File: config.mk
export PLATFORM = sky130hd
export DESIGN_NAME = fetch_unit
export DESIGN_NICKNAME = d
export VERILOG_FILES = /design/src/rtl/fetch_unit.sv
export SDC_FILE = /design/constraint.sdc
export NUM_CORES = 1
export LEC_CHECK = 0
export ABC_AREA = 1
export CELL_PAD_IN_SITES_DETAIL_PLACEMENT = 2
export CELL_PAD_IN_SITES_GLOBAL_PLACEMENT = 2
export CORE_ASPECT_RATIO = 0.75
export CORE_MARGIN = 2
export CORE_UTILIZATION = 25
export DETAILED_ROUTE_END_ITERATION = 10
export HOLD_SLACK_MARGIN = 0.08
export PLACE_DENSITY_LB_ADDON = 0.1
export RECOVER_POWER = 25
export SLEW_MARGIN = 30
export SYNTH_ARGS = -nofsm -noshare
export SYNTH_HDL_FRONTEND = slang
export SYNTH_SLANG_ARGS = --single-unit
File: constraint.sdc
create_clock -name clk -period 9.35 [get_ports clk]
set_input_delay 2.3375 -clock clk [delete_from_list [all_inputs] [get_ports clk]]
set_output_delay 2.3375 -clock clk [all_outputs]
set_load 0.02 [all_outputs]
File: src/rtl/fetch_unit.sv
// Instruction fetch stage: owns the PC, issues single-word reads to the
// instruction memory and hands {insn, pc} pairs to decode over valid/ready.
// An output register plus one skid entry absorb decode backpressure so no
// fetched word is lost or duplicated; redirects flush everything younger.
module fetch_unit #(
  parameter int unsigned        ADDR_W   = 32,
  parameter logic [ADDR_W-1:0]  RESET_PC = 32'h8002_0000
) (
  input  logic              clk,
  input  logic              reset,
  // Instruction memory read port
  output logic [ADDR_W-1:0] mem_addr,
  output logic [1:0]        mem_access_size,
  output logic              mem_rd_wr,
  output logic              mem_enable,
  input  logic              mem_busy,
  input  logic [31:0]       mem_data_out,
  // Redirect from branch/jump resolution
  input  logic              redirect,
  input  logic [ADDR_W-1:0] redirect_pc,
  // Decode interface
  output logic [31:0]       insn,
  output logic [ADDR_W-1:0] insn_pc,
  output logic              insn_valid,
  input  logic              insn_ready
);

  // Fetch PC and the address of the read currently in flight
  logic [ADDR_W-1:0] pc_q, pc_d;
  logic [ADDR_W-1:0] req_pc_q, req_pc_d;
  logic              inflight_q, inflight_d;

  // Output register seen by decode
  logic              out_valid_q, out_valid_d;
  logic [31:0]       out_insn_q, out_insn_d;
  logic [ADDR_W-1:0] out_pc_q, out_pc_d;

  // Skid entry, always younger than the output register
  logic              skid_valid_q, skid_valid_d;
  logic [31:0]       skid_insn_q, skid_insn_d;
  logic [ADDR_W-1:0] skid_pc_q, skid_pc_d;

  logic              pop;
  logic              issue;
  logic [1:0]        occupancy;

  // Handshake and issue decision for the current cycle
  always_comb begin
    pop = out_valid_q && insn_ready;
    // Words already owned (held or in flight) once this cycle's pop leaves.
    // Never exceeds 2 because issue stops at capacity, so 2 bits suffice.
    occupancy = 2'(out_valid_q) + 2'(skid_valid_q) + 2'(inflight_q) - 2'(pop);
    issue = !mem_busy && !redirect && (occupancy < 2'd2);
  end

  // Next-state: PC advance, response routing, skid drain and redirect flush
  always_comb begin
    pc_d         = pc_q;
    req_pc_d     = req_pc_q;
    inflight_d   = issue;
    out_valid_d  = out_valid_q;
    out_insn_d   = out_insn_q;
    out_pc_d     = out_pc_q;
    skid_valid_d = skid_valid_q;
    skid_insn_d  = skid_insn_q;
    skid_pc_d    = skid_pc_q;

    if (issue) begin
      pc_d     = pc_q + ADDR_W'(4);
      req_pc_d = pc_q;
    end

    if (redirect) begin
      // Everything younger than a word decode may be popping right now is
      // discarded. A response arriving this cycle is simply not captured,
      // which is how the stale in-flight read gets dropped.
      pc_d         = redirect_pc & ~ADDR_W'(3);
      out_valid_d  = 1'b0;
      skid_valid_d = 1'b0;
    end else if (pop) begin
      if (skid_valid_q) begin
        out_valid_d  = 1'b1;
        out_insn_d   = skid_insn_q;
        out_pc_d     = skid_pc_q;
        skid_valid_d = 1'b0;
      end else if (inflight_q) begin
        out_valid_d = 1'b1;
        out_insn_d  = mem_data_out;
        out_pc_d    = req_pc_q;
      end else begin
        out_valid_d = 1'b0;
      end
    end else if (inflight_q) begin
      if (!out_valid_q) begin
        out_valid_d = 1'b1;
        out_insn_d  = mem_data_out;
        out_pc_d    = req_pc_q;
      end else begin
        // Issue rule guarantees the skid is empty whenever this happens
        skid_valid_d = 1'b1;
        skid_insn_d  = mem_data_out;
        skid_pc_d    = req_pc_q;
      end
    end
  end

  // State registers with asynchronous reset
  always_ff @(posedge clk or posedge reset) begin
    if (reset) begin
      pc_q         <= RESET_PC;
      req_pc_q     <= RESET_PC;
      inflight_q   <= 1'b0;
      out_valid_q  <= 1'b0;
      out_insn_q   <= 32'h0;
      out_pc_q     <= '0;
      skid_valid_q <= 1'b0;
      skid_insn_q  <= 32'h0;
      skid_pc_q    <= '0;
    end else begin
      pc_q         <= pc_d;
      req_pc_q     <= req_pc_d;
      inflight_q   <= inflight_d;
      out_valid_q  <= out_valid_d;
      out_insn_q   <= out_insn_d;
      out_pc_q     <= out_pc_d;
      skid_valid_q <= skid_valid_d;
      skid_insn_q  <= skid_insn_d;
      skid_pc_q    <= skid_pc_d;
    end
  end

  // Memory and decode outputs
  always_comb begin
    mem_addr        = pc_q;
    mem_access_size = 2'b00;
    mem_rd_wr       = 1'b1;
    mem_enable      = issue && !reset;
    insn            = out_insn_q;
    insn_pc         = out_pc_q;
    insn_valid      = out_valid_q;
  end

`ifndef SYNTHESIS
  // Memory may not go busy directly after accepting a request
  busy_after_req_a: assert property (@(posedge clk) disable iff (reset)
    mem_enable |=> !mem_busy)
    else $error("fetch_unit: mem_busy asserted in the cycle after a request");

  // With the skid full no read can be outstanding, so pop+response+skid never meet
  no_overflow_a: assert property (@(posedge clk) disable iff (reset)
    !(pop && inflight_q && skid_valid_q))
    else $error("fetch_unit: pop, response and full skid in the same cycle");
`endif

endmodule

==> results.txt <==
For the starting density of the core, the log shows 0.254. The max-cap violation count is 1, and the floorplan die area is 36900 um^2. The shortest period the worst path allows works out to 7.23 ns. STA classifies the critical path startpoint as a primary input. The path class of the tightest hold or removal check is reg -> reg. The reg-to-reg setup timing slack is 6.02 ns.

The worst setup path is of the in -> out kind. The first global-routing pass estimated 47000 um of wire. After clock tree synthesis, the clock-pin slew on the worst setup and hold paths is 0.08 ns.

By area the synthesized netlist is led by dfrtp_1, nand2_1, o21ai_0. In this run the post-CTS setup repair buffer count came out at 0. The count of nets left with antenna violations once routing finished came out at 0.

The share of cells above drive strength 1 was 0.0568. The count of cells along the worst register-to-register path was 11; the summed instance area of the synthesized netlist was 8830 um^2. The run gives 2.11 ns as the pre-CTS worst setup slack. Cell at the root of the clock tree: clkbuf_16.

Summing all flip-flop and latch instances after layout gives 4680 um^2. In this run the critical register-to-register path is captured at mem_addr[20]. The repair_antennas step left the layout with diodes totalling 0. The run gives 118 as the max-slew violation total from the final report. The tightest hold path in the finished design has a slack of 0.480 ns. In the final design database the tool counted 1311 nets. In this run the worst setup path terminates at mem_enable. The clock passes through at most 2 buffers. Arrival time reported for the critical path endpoint: 4.89 ns.

The period utilization was 0.773; the headroom to the max-slew limit was -2.21. The minimum setup slack in the final design is 2.12 ns. The start of the worst register-to-register path was inflight_q. The initial detailed-routing violation count was 450. Across the routed clock network, the largest skew measured is 0.0114 ns.

The vias per cell was 4.50. The flow ran to the end, but the final reports show violations. The mean post-synth cell area is 7.97 um^2, and the maximum number of pins on one net before global-route repair is 118. The run gives 0.748 as the routability congestion estimate from global placement.

Buffers inserted to repair hold after CTS numbered 0. The via count was 7687. The logs give 170 for the number of placed I/O pins and 4 for the number of search-and-repair iterations in the first detailed-routing pass. The most common cell after layout, fill and taps aside was nand2_1.

The critical path starts at insn_ready. The floorplan has 59 rows. Summed over all cells, the static leakage comes to 5.40 nW. The worst-skew pair later-pin latency was 0.45 ns; the global-route congestion overflow total was 0. Final-layout fill cell count: 3982. The y dimension of the die works out to 167 um. The H-tree generated during clock tree synthesis spans 4 levels.

The wire-length estimate of the detail-placed layout is 19800 um. The tools report the TritonCTS buffer count as 17. The placed instances occupy a cell area of 10800 um^2.

The top cell type's share of synthesized area is 0.518, and the required time at the endpoint of the critical path is 7.01 ns. The number of different library cells used by synthesis comes to 28. Dividing the detail-routed wire length by the instance count gives 16.9 um. During synthesis, Yosys emitted a total of 0 warnings. The number of synthesized register bits is 187.

STA classifies the critical path endpoint as a primary output. The final total negative setup slack is 0 ns. In the final layout, the multi-input gates occupy 3360 um^2. TritonCTS built the clock tree. For the placeable core area, the log shows 34800 um^2.

Setup repair after global routing left no endpoint under its margin. IR analysis of the VDD net gives a maximum drop of 0.109 mV. The tools report the sequential cell area fraction in the yosys report as 0.530.

The horizontal extent of the die is 221 um, and the largest fanout on the critical path is 29. From synthesis to final layout, the design area changed by 28.7%. In the layout the commonest cells are nand2_1, dfrtp_1, clkdlybuf4s50_1, o21ai_0, inv_1.

In this run, post-CTS repair resized a total of 0 instances. The final reports fail on capacitance limit, slew limit. The final-report hold violation count was 0. The total power of the final layout came out at 2.50 mW.

The total track usage is 0.161. Power per standard cell area: 220 nW/um^2. For the pin with the worst max-slew slack, the measured transition is 4.82 ns.

The final-report setup violation count is 0. After detailed routing, the number of remaining DRC violations is 0. The timing-limited maximum frequency was 138 MHz; the finished layout cell area was 11400 um^2.

The routed design has 28900 um of wire. The number of antenna violations at the first check in global routing was 0; the total of buffers placed on input and output ports was 160. The tools report the gate count after technology mapping as 1108.

For this design, the sink count on the clock tree is 187. Of all cell types, the one taking the most synthesized area is dfrtp_1. Number of global-route vias before repair: 8115.
-- cell usage after synthesis --
cell type and instances:
inv_2 4, nor2_2 7, o211ai_2 1, buf_2 24
o21ai_0 152, dfstp_2 4, ha_1 4, nand4_1 1
conb_1 2, nor2_4 6, nand3_1 72, buf_4 13
nand3b_1 1, nand2_2 4, a31oi_1 1, o21ai_1 16
nand3_4 1, inv_1 120, buf_6 5, nand3_2 1
clkbuf_1 22, dfrtp_1 183, or2_2 1, nand2_4 2
nor2_1 32, a21oi_1 62, nand2_1 358, o211ai_1 9
-- registers in the layout, summed over array words and instances, names as in the netlist --
signal and count:
inflight_q 1, insn 32, insn_pc 30, insn_valid 1, mem_addr 30, req_pc_q 30
skid_insn_q 32, skid_pc_q 30, skid_valid_q 1
-- routing by layer --
metal	wire length (um)	share of wire	global-route usage
met1	14900	0.52	0.239
met2	12600	0.44	0.240
met3	1130	0.039	0.0323
met4	227	0.0079	0.0397
met5	0	0	0
-- stage by stage --
step / instances / utilization
3_3_place_gp: 1675 / 0.310
3_5_place_dp: 1676 / 0.310
5_1_grt: 1708 / 0.327
2_1_floorplan: 1113 / -
6_report: 1708 / 0.327
4_1_cts: 1708 / 0.327
-- worst max-delay path, cell delays in order --
cell and delay (ns):
clkdlybuf4s50_1 0.52, nand2_1 0.10, ha_1 0.29, ha_1 0.27, nand2_1 0.08, nand2_1 0.06
nand2_1 0.09, nand3_4 0.31, nor2_1 0.19, clkdlybuf4s50_1 0.62
-- cells by family after synthesis --
family / synth area share
simple gates: 0.230
compound gates: 0.140
buf+inv: 0.0931
flops: 0.530
fa+ha+maj: 0.00567
other cells: 0.000850
-- power breakdown --
part	internal, mW	switching (mW)	total (mW)
combinational	0.285	0.370	0.655
clock	0.412	0.343	0.755
sequential	0.979	0.116	1.09
-- how the worst min path moves through the flow --
stage                    start               to  cells after the start
3_5_place_dp           insn[0]          insn[0]                      2
3_3_place_gp      skid_pc_q[3]     skid_pc_q[3]                      2
2_1_floorplan  skid_insn_q[10]  skid_insn_q[10]                      2
4_1_cts                insn[0]          insn[0]                      2
6_report               insn[0]          insn[0]                      2
5_1_grt        skid_insn_q[27]  skid_insn_q[27]                      2
-- cell type report --
| type | instances | area share |
|---|---|---|
| flip-flops and latches | 187 | 0.412 |
| multi-input cells | 738 | 0.295 |
| inverters | 124 | 0.0410 |
| clock inverters | 12 | 0.0122 |
| well taps | 457 | 0.0503 |
| clock buffers | 20 | 0.0402 |
| repair buffers | 170 | 0.149 |
No activity file was read; power rests on OpenSTA's default activity.
